$ cat src/rtl/hdg_err_gen_pkg.sv
// Shared types and constants for the heading-error producer.
// Optional build macro: ERR_RAMP_EN enables the target slew limiter.
package hdg_err_gen_pkg;

    localparam int HDG_W = 12;
    localparam int ERR_W = 10;

`ifdef ERR_RAMP_EN
    localparam int RAMP_STEP = 64;
`endif

    typedef logic signed [HDG_W-1:0] hdg_t;
    typedef logic signed [ERR_W-1:0] err_t;

    typedef enum logic [1:0] {
        IDLE,
        TRACK,
        SETTLED
    } settle_state_t;

    // Magnitude of a saturated error, one bit wider so |-512| is 512.
    function automatic logic [ERR_W:0] err_mag(input logic signed [ERR_W-1:0] e);
        logic signed [ERR_W:0] ext;
        ext = {e[ERR_W-1], e};
        if (ext[ERR_W]) ext = -ext;
        return ext;
    endfunction

endpackage

$ cat src/rtl/hdg_err_gen_sat.sv
// Combinational signed saturator: clamps an IN_W signed value into OUT_W signed range.
module hdg_err_gen_sat #(
    parameter int IN_W  = 12,
    parameter int OUT_W = 10
) (
    input  logic signed [IN_W-1:0]  din,
    output logic signed [OUT_W-1:0] dout
);

    localparam logic signed [IN_W-1:0] MAX_V = IN_W'((2 ** (OUT_W - 1)) - 1);
    localparam logic signed [IN_W-1:0] MIN_V = IN_W'(-(2 ** (OUT_W - 1)));

    // clamp to the output range, otherwise pass the low bits through
    always_comb begin
        if (din > MAX_V)
            dout = MAX_V[OUT_W-1:0];
        else if (din < MIN_V)
            dout = MIN_V[OUT_W-1:0];
        else
            dout = din[OUT_W-1:0];
    end

endmodule

$ cat src/rtl/hdg_err_gen.sv
// Heading error producer: gyro heading samples -> saturated error stream plus
// a settled flag (at_hdg) for the move sequencer.
// Optional build macro: ERR_RAMP_EN (target slews toward dsrd_hdg by RAMP_STEP per sample).
//
//  state   | meaning
//  --------+-----------------------------------------------------------
//  IDLE    | not moving; settle count held at 0, at_hdg low
//  TRACK   | moving, fewer than AT_CNT consecutive on-heading samples
//  SETTLED | moving, AT_CNT consecutive on-heading samples, at_hdg high
module hdg_err_gen
    import hdg_err_gen_pkg::*;
#(
    parameter int AT_THRESH = 32,
    parameter int AT_CNT    = 8
) (
    input  logic                    clk,
    input  logic                    rst,
    input  logic                    moving,
    input  logic                    hdg_vld,
    input  logic signed [HDG_W-1:0] heading,
    input  logic signed [HDG_W-1:0] dsrd_hdg,
    output logic signed [ERR_W-1:0] err_sat,
    output logic                    err_vld,
    output logic                    at_hdg
);

    localparam logic [ERR_W:0] THR_V   = (ERR_W + 1)'(AT_THRESH);
    localparam logic [7:0]     CNT_MAX = 8'(AT_CNT);

    hdg_t          hdg_q;
    logic          vld_q;
    hdg_t          dsrd_q;
    hdg_t          target;
    logic          tgt_done;
    logic          tgt_chg;
    hdg_t          err_raw;
    err_t          err_sat_c;
    logic [7:0]    cnt;
    logic [7:0]    cnt_nxt;
    settle_state_t state;
    settle_state_t state_nxt;

    assign tgt_chg = (dsrd_hdg != dsrd_q);
    // modular subtraction: the wrap at +/-2^(HDG_W-1) is the shortest-path error
    assign err_raw = hdg_q - target;

    hdg_err_gen_sat #(
        .IN_W (HDG_W),
        .OUT_W(ERR_W)
    ) u_sat (
        .din (err_raw),
        .dout(err_sat_c)
    );

    // registered copy of the desired heading, used for change detection
    always_ff @(posedge clk or posedge rst) begin
        if (rst) dsrd_q <= '0;
        else     dsrd_q <= dsrd_hdg;
    end

`ifdef ERR_RAMP_EN
    localparam hdg_t STEP_P = HDG_W'(RAMP_STEP);
    localparam hdg_t STEP_N = HDG_W'(-RAMP_STEP);

    hdg_t tgt_q;
    hdg_t tgt_diff;
    hdg_t tgt_step;
    logic init_q;

    // shortest-path difference to the desired heading, clipped to one ramp step
    always_comb begin
        tgt_diff = dsrd_hdg - tgt_q;
        tgt_step = tgt_diff;
        if (tgt_diff > STEP_P)
            tgt_step = STEP_P;
        else if (tgt_diff < STEP_N)
            tgt_step = STEP_N;
    end

    // slewed target: snaps after reset or while stopped, steps once per sample otherwise
    always_ff @(posedge clk or posedge rst) begin
        if (rst) begin
            tgt_q  <= '0;
            init_q <= 1'b0;
        end else begin
            init_q <= 1'b1;
            if (!init_q || !moving)
                tgt_q <= dsrd_hdg;
            else if (hdg_vld)
                tgt_q <= tgt_q + tgt_step;
        end
    end

    assign target   = tgt_q;
    assign tgt_done = (tgt_q == dsrd_hdg);
`else
    assign target   = dsrd_q;
    assign tgt_done = 1'b1;
`endif

    // capture stage: heading and its valid bit
    always_ff @(posedge clk or posedge rst) begin
        if (rst) begin
            hdg_q <= '0;
            vld_q <= 1'b0;
        end else begin
            vld_q <= hdg_vld;
            if (hdg_vld) hdg_q <= heading;
        end
    end

    // error stage: saturated error held between strobes
    always_ff @(posedge clk or posedge rst) begin
        if (rst) begin
            err_sat <= '0;
            err_vld <= 1'b0;
        end else begin
            err_vld <= vld_q;
            if (vld_q) err_sat <= err_sat_c;
        end
    end

    // next settle count; stop and target change override any same-cycle sample
    always_comb begin
        cnt_nxt = cnt;
        if (!moving || tgt_chg)
            cnt_nxt = '0;
        else if (err_vld) begin
            if (err_mag(err_sat) <= THR_V)
                cnt_nxt = (cnt >= CNT_MAX) ? CNT_MAX : cnt + 8'd1;
            else
                cnt_nxt = '0;
        end
    end

    // next settle state from the updated count
    always_comb begin
        state_nxt = state;
        case (state)
            IDLE: begin
                if (moving)
                    state_nxt = (cnt_nxt == CNT_MAX && tgt_done) ? SETTLED : TRACK;
            end
            default: begin
                if (!moving)
                    state_nxt = IDLE;
                else if (cnt_nxt == CNT_MAX && tgt_done)
                    state_nxt = SETTLED;
                else
                    state_nxt = TRACK;
            end
        endcase
    end

    // settle FSM with registered count and at_hdg
    always_ff @(posedge clk or posedge rst) begin
        if (rst) begin
            state  <= IDLE;
            cnt    <= '0;
            at_hdg <= 1'b0;
        end else begin
            state  <= state_nxt;
            cnt    <= cnt_nxt;
            at_hdg <= (state_nxt == SETTLED);
        end
    end

endmodule
$ cat config.mk
export PLATFORM = sky130hd
export DESIGN_NAME = hdg_err_gen
export DESIGN_NICKNAME = d
export VERILOG_FILES = /design/src/rtl/hdg_err_gen_pkg.sv /design/src/rtl/hdg_err_gen_sat.sv /design/src/rtl/hdg_err_gen.sv
export SDC_FILE = /design/constraint.sdc
export NUM_CORES = 1
export LEC_CHECK = 0
export BUFFER_PORTS_ARGS = -buffer_cell sky130_fd_sc_hd__buf_2
export CORE_ASPECT_RATIO = 0.7
export CORE_UTILIZATION = 50
export DETAILED_ROUTE_END_ITERATION = 16
export PLACE_DENSITY = 0.82
export SETUP_SLACK_MARGIN = 0.05
export SYNTH_ARGS = -nofsm -noshare
export SYNTH_HDL_FRONTEND = slang
export SYNTH_SLANG_ARGS = --single-unit
$ cat constraint.sdc
create_clock -name clk -period 2.5 [get_ports clk]
set_input_delay 0.125 -clock clk [delete_from_list [all_inputs] [get_ports clk]]
set_output_delay 0.125 -clock clk [all_outputs]
set_load 0.01 [all_outputs]
; ---- After elaboration in Yosys (flattened, before gate mapping)
; Cells that the tools add are included.
[word_totals]
in_bits = 28
register_bits = 47
word_cells = 34
output_inout_bits = 12
[op_classes]
add_sub_neg = 3
n_reduce_logical = 3
eq_ne = 3
n_lt_le_gt_ge = 4
muxes = 13
[op_table]
columns = op, n
row1 = $mux W11, 3
row2 = $mux W8, 4
row3 = $mux W10, 2
row4 = $gt A12 B10 Y1 const B, 1
row5 = $lt A12 B10 Y1 const B, 1
row6 = $ne A12 B12 Y1, 1
row7 = $sub A12 B12 Y12, 1
row8 = $le A11 B6 Y1 const B, 1
row9 = $neg A10 Y11, 1
row10 = $add A8 B1 Y8 const B, 1
row11 = $eq A8 B4 Y1 const B, 1
row12 = $ge A8 B4 Y1 const B, 1
row13 = $mux W2, 4
row14 = $eq A2 B2 Y1 const B, 1
row15 = $logic_not A2 Y1, 1
row16 = $logic_not A1 Y1, 1
row17 = $logic_or A1 B1 Y1, 1

; ---- Logic depth before layout (Yosys ltp)
; Gate-level depths: netlist of the first run.
[depth]
word_depth = 13
ltp_mapped = 10
mapped_depth_nobuf = 10

; ---- Hierarchy
; Synthesis of the first run repeated with hierarchy kept, for this count alone.
[unflattened]
hier_cells = 280
hier_area_um2 = 2718.9
[modules_own_cells]
columns = module, area_per_inst_um2, n_inst, cells_each, seq_area_each_um2
row1 = hdg_err_gen, 2514.9, 1, 247, 1126.1
row2 = hdg_err_gen_sat, 203.9, 1, 33, 0.0

; ---- Least setup slack after synthesis of the first run
; Ideal clock, no wire load.
[synth_timing]
path_type = register -> register
from = register hdg_q[0]
to = register err_sat[5]
setup_ns = 0.161
path_buffers = 0
path_stages_with_launch = 11
t_required_ns = 2.339
arrival_ns = 2.306
path_slack_ns = 0.032
period_less_slack_ns = 2.468
path_cell_list = dfrtp_1 -> inv_1 -> ha_1 -> inv_1 -> fa_1 -> a211oi_1 -> o211ai_1 -> a31oi_1 -> xnor2_1 -> o211ai_1 -> o311ai_0
[synth_between]
elab_chain_cells = 4
elab_cells_between_ends = 5
classes_between = 1 x add/sub / 2 x order compare / 2 x mux
[synth_lines]
columns = item, line
row1 = "start, declared", hdg_err_gen.sv:30  ; hdg_t hdg_q;
row2 = "start signal, assigned", hdg_err_gen.sv:108  ; if (hdg_vld) hdg_q <= heading;
row3 = $sub A12 B12 Y12 *, hdg_err_gen.sv:45  ; assign err_raw = hdg_q - target;
row4 = $lt A12 B10 Y1, hdg_err_gen_sat.sv:17  ; else if (din < MIN_V)
row5 = $mux W10, hdg_err_gen_sat.sv:17
row6 = $mux W10 *, hdg_err_gen_sat.sv:15  ; if (din > MAX_V)
row7 = "end signal, assigned", hdg_err_gen.sv:119  ; if (vld_q) err_sat <= err_sat_c;
row8 = "end, declared", hdg_err_gen.sv:22  ; output logic signed [ERR_W-1:0] err_sat,
; Every way passes the cells marked *; elsewhere a longest branch is shown, timed or not.
; A chain may end at the register's enable or synchronous reset.

; ---- Final worst setup path of the first run
[layout_timing]
from = register hdg_q[6]
to = register err_sat[7]
; Same word-level chain as after synthesis.

==> results.txt, run 1 <==
Status - complete, but fails checks
Violated checks - setup timing
GRT Residual Overflow - 0
Crit path DAT - 2680 ps
Max-Cap Viols - 0
Num CTS Buffers - 5
Drt wl/cell - 15.3 um
Worst-margin pin slew - 738 ps
CTS tree - done
Fin cells - 404
Mapped Nets - 312
Total Die Area - 0.00564 mm2
Mapped Cells - 269
Die height - 63.1 um
CP most frequent cell - o211ai_1
Critical-path cell list - ha_1, a21o_1, or3_4, o211ai_1, o211ai_1, buf_4, o211ai_1, buf_4, o311ai_1
Final ANT Viol Nets - 0
RePlAce Congestion - 0.848
VDD IR max - 0.334 mV
Sequential share of the synthesized area - 42.2%
Row cnt - 21
Largest net degree at the start of global routing - 26
Placed Cells incl. Taps - 378
H-Tree Depth - 2
Maximum buffer depth of the clock tree - 2
Most common cell after layout, fill and taps aside - dfrtp_1
Max frequency - 397 MHz
# IOs - 40
Max Clock Skew - 7.28 ps
Warnings, synthesis - 0
Drt pass-1 iters - 4
Antenna Cells - 0
Cell Pwr Density - 755 mW/mm2
Commonest non-fill, non-tap cells in the layout - dfrtp_1, buf_2, inv_1
Critical path startpoint category - flip-flop
CTS root buffer - clkbuf_8
DRT Wirelength - 6170 um
# DRC - 0
First-pass GRT wire length - 10,100 um
Worst path bufs/invs - 2
CP endpoint kind - flip-flop
Critical path type - reg2reg
Initial antenna violation count - 0
Nets - 377
Slowest-stage cell, CP - dfrtp_1
Req. time, crit path - 2660 ps
Initial Util - 53.7%
Clock transition at the registers of the reported paths - 90 ps
Layout cells sized above 1 - 23.6%
Fill cells - 376
Area delta synth->final - 24.5%
Post-DR vias/cell - 5.62
Via count - 2,269
CP Max Fanout - 7
DR iter-0 viols - 171
Power Total - 2.51 mW
Async S/R FF share, synth - 100%
EDFF count, synth - 0
RSZ-0062 raised after global routing - yes
Vias in the first global route - 2,154
PortBufs - 39
Tmin final - 2520 ps
Worst setup margin - -20.5 ps
Skew-Pair Late Insertion Delay - 300 ps
Mapped Area - 0.00267 mm2
Clock sinks - 45
CP top delay family - compound AO/OA/AOI/OAI gates
Placeable Area - 0.00497 mm2
Cell variety after synth - 48
Tcrit/Tclk final - 101%
DPL Wire Length - 4450 um
Static Leakage - 1.56 nW
Ys flop type - dfrtp_1
Avg Cell Area, Syn - 9.92 um2
Hold crit path type - in2reg
Yosys reg bits - 45
Crit-path max cell delay - 390 ps
Final hold violation count - 0
Rel. slew slack - 50.5%
All-Layer GR Usage - 23.6%
Max-slew violations - 0
# setup viols final - 7
Chip width - 89.3 um
[what timing repair did]
action | 4_1_cts | 5_1_grt
hold buffers | 13 | 0
setup buffers | 2 | 3
endpoints found under the hold margin | 32 | 0
gates resized for setup | 3 | 10
pin swaps | 4 | 3
endpoints found under the setup margin | 7 | 9
[through the flow]
stage	area (um2)	setup TNS (ps)	hold slack (ps)	util (%)	worst slack, ps
floorplan	2670	0	156	-	110
global placement	2980	0	179	60.0	79.9
detailed placement	2980	-126	189	60.0	-104
CTS	3260	0	47.0	65.7	53.2
global route	3320	-771	45.2	66.9	-127
finish	3320	-83.5	48.9	66.9	-20.5
[worst paths after layout]
path                                  from         end  slack [ps]  cells after the start
worst min register to register    hdg_q[3]    hdg_q[3]         530                      1
worst max-delay path              hdg_q[6]  err_sat[7]         -20                      9
worst min-delay path            heading[5]    hdg_q[5]          50                      2
worst max register to register    hdg_q[6]  err_sat[7]         -20                      9
max in group asynchronous              rst      cnt[0]        1370                      4
min in group asynchronous              rst    hdg_q[6]         400                      3
[sequential cells by signal, summed over array words and instances, names as in the netlist]
name and flops:
cnt 8, dsrd_q 12, vld_q 1, at_hdg 1, err_vld 1, err_sat 10, hdg_q 12
[report_power, final]
group          internal, mW  switching [mW]  total [mW]
clock                 0.397           0.253       0.651
combinational         0.422           0.484       0.906
sequential            0.824           0.126       0.950
[cell families (layout without fill, tap and decap cells)]
logic type                 after synthesis  after routing  synth area share, %
adders and majority gates               15             15                 7.31
buffers and inverters                   33             99                 4.92
and+or+nand+nor                         70             70                 13.6
DFF                                     45             45                 42.2
AOI/OAI and AO/OA                       66             66                 17.7
muxes                                   13             13                 5.39
xor gates and xnor gates                27             27                 8.86
[synthesized netlist by cell type (5+ instances only)]
| cell type | number | area share (%) |
|---|---|---|
| inv_1 | 27 | 3.8 |
| nand2_1 | 18 | 2.5 |
| a21o_1 | 5 | 1.4 |
| xnor2_1 | 20 | 6.6 |
| dfrtp_1 | 45 | 42 |
| a21oi_1 | 12 | 2.3 |
| nor3_1 | 10 | 1.9 |
| mux2_2 | 11 | 4.6 |
| and3_1 | 5 | 1.2 |
| ha_1 | 14 | 6.6 |
| o311ai_0 | 5 | 1.6 |
| o21ai_0 | 11 | 2.1 |
| xor2_1 | 7 | 2.3 |
| nor2_1 | 10 | 1.4 |
| o211ai_1 | 5 | 1.4 |
| nand3_1 | 6 | 1.1 |
[layout make-up]
cell class              count  area, um2  area share, %
multi-input cells         191       1460           43.8
flip-flops and latches     45       1130           33.9
repair buffers             64        419           12.6
inverters                  27        101           3.05
well taps                  69       86.3           2.60
clock buffers               5       68.8           2.07
clock inverters             3       65.1           1.96
[per-layer routing]
| layer | track usage [%] | vias to the layer above | routed length, um |
|---|---|---|---|
| li1 | - | 1104 | - |
| met1 | 34.9 | 1073 | 3120 |
| met2 | 35.5 | 87 | 2680 |
| met3 | 5.11 | 5 | 340 |
| met4 | 4.76 | 0 | 36 |
| met5 | 0 | - | 0 |
Power figures use the tool's default switching activity.
==> run 2, diff against run 1 <==
--- a/config.mk
+++ b/config.mk
@@ -6,7 +6,6 @@
 export NUM_CORES = 1
 export LEC_CHECK = 0
 export BUFFER_PORTS_ARGS = -buffer_cell sky130_fd_sc_hd__buf_2
-export CORE_ASPECT_RATIO = 0.7
 export CORE_UTILIZATION = 50
 export DETAILED_ROUTE_END_ITERATION = 16
 export PLACE_DENSITY = 0.82
==> results.txt, run 2 (synthesis results as in run 1) <==
Rel. slew slack - 35.5%
Skew-Pair Late Insertion Delay - 300 ps
CTS root buffer - clkbuf_8
Tmin final - 2490 ps
Register area - 0.00113 mm2
Area post-placement - 0.00296 mm2
Maximum buffer depth of the clock tree - 2
RePlAce Congestion - 0.876
Clock sinks - 45
# DRC - 0
Max frequency - 402 MHz
Multi-input gate area - 0.00155 mm2
Post-DR vias/cell - 5.50
Drt wl/cell - 14.2 um
Most common cell after layout, fill and taps aside - dfrtp_1
Initial antenna violation count - 0
Fill cells - 419
Critical path type - reg2reg
Drt pass-1 iters - 4
Req. time, crit path - 2700 ps
Nets - 379
H-Tree Depth - 2
First-pass GRT wire length - 9030 um
# IOs - 40
Status - finished, final reports clean
Critical path startpoint category - flip-flop
DR iter-0 viols - 114
Clock transition at the registers of the reported paths - 80 ps
DPL Wire Length - 4000 um
Cell Pwr Density - 707 mW/mm2
Max-slew violations - 0
CP Max Fanout - 5
Worst-margin pin slew - 961 ps
CP endpoint kind - flip-flop
RSZ-0062 raised after global routing - yes
Commonest non-fill, non-tap cells in the layout - dfrtp_1, buf_2, inv_1
Layout Utilization - 66.0%
Num CTS Buffers - 5
All-Layer GR Usage - 21.5%
Max Clock Skew - 6.68 ps
Pre-CTS WS - -71.6 ps
Placeable Area - 0.00514 mm2
VDD IR max - 0.439 mV
GRT Residual Overflow - 0
CTS tree - done
Tcrit/Tclk final - 99.6%
Final ANT Viol Nets - 0
Row cnt - 26
Antenna Cells - 0
Hold crit path type - in2reg
DRT Wirelength - 5790 um
Initial Util - 51.9%
Top Registers - dsrd_q x12, hdg_q x12, err_sat x10
PortBufs - 39
Final hold violation count - 0
Static Leakage - 1.57 nW
Die height - 75.1 um
Chip width - 75.1 um
Layout cells sized above 1 - 27.9%
Area delta synth->final - 27.1%
Total Die Area - 0.00563 mm2
Via count - 2,237
Crit path DAT - 2690 ps
Worst setup margin - 11.1 ps
Largest net degree at the start of global routing - 29
Vias in the first global route - 1,999
# setup viols final - 0
Max-Cap Viols - 0
Final instance area - 0.00339 mm2
-- run 2: metrics by stage --
step	std cells	power, mW	hold slack, ps	TNS [ps]
3_3_place_gp	376	1.70	258	0
5_1_grt	407	2.55	49.2	-831
4_1_cts	398	2.26	25.0	0
2_1_floorplan	269	1.50	156	0
3_5_place_dp	376	1.73	259	-145
6_report	407	2.40	34.2	0
-- run 2: critical path, stage by stage, from the launching register on --
cell and delay (ps):
dfrtp_1 400, inv_2 80, ha_4 210, a21o_1 170
or3_4 390, o21a_4 240, o211ai_1 400, buf_4 210
a21oi_2 50, o31ai_1 240
-- run 2: path summary, 6_finish.rpt --
path	start	endpoint	slack (ps)	cells after the start
worst min-delay path	heading[0]	hdg_q[0]	30	3
worst max-delay path	dsrd_q[6]	err_sat[1]	10	9
worst min register to register	hdg_q[7]	hdg_q[7]	520	1
max in group asynchronous	rst	dsrd_q[11]	1350	4
min in group asynchronous	rst	cnt[4]	460	3
worst max register to register	dsrd_q[6]	err_sat[1]	10	9
-- run 2: layout make-up --
cell class | count | share of cell area [%]
clock buffer | 7 | 2.84
clock inverter | 1 | 0.148
inverter | 27 | 2.99
multi-input combinational | 191 | 45.6
sequential | 45 | 33.2
tap | 70 | 2.58
timing repair buffer | 66 | 12.7
-- run 2: metal layers --
| layer | part of all wire [%] | GRT usage, % | vias up |
|---|---|---|---|
| li1 | - | - | 1110 |
| met1 | 44 | 28.2 | 1064 |
| met2 | 51 | 36.1 | 51 |
| met3 | 3.6 | 4.28 | 12 |
| met4 | 1.7 | 6.29 | 0 |
| met5 | 0 | 0 | - |
-- run 2: report_power, final --
group          internal (mW)  total (mW)  switching, mW
clock network          0.250       0.491          0.241
registers              0.825       0.946          0.121
logic                  0.458       0.960          0.502
-- run 2: what timing repair did --
action,in CTS,in global routing
gates resized for setup,6,22
hold endpoints to repair,39,0
setup endpoints to repair,6,9
buffers inserted,1,9
hold buffers,13,0
pin swaps,3,15
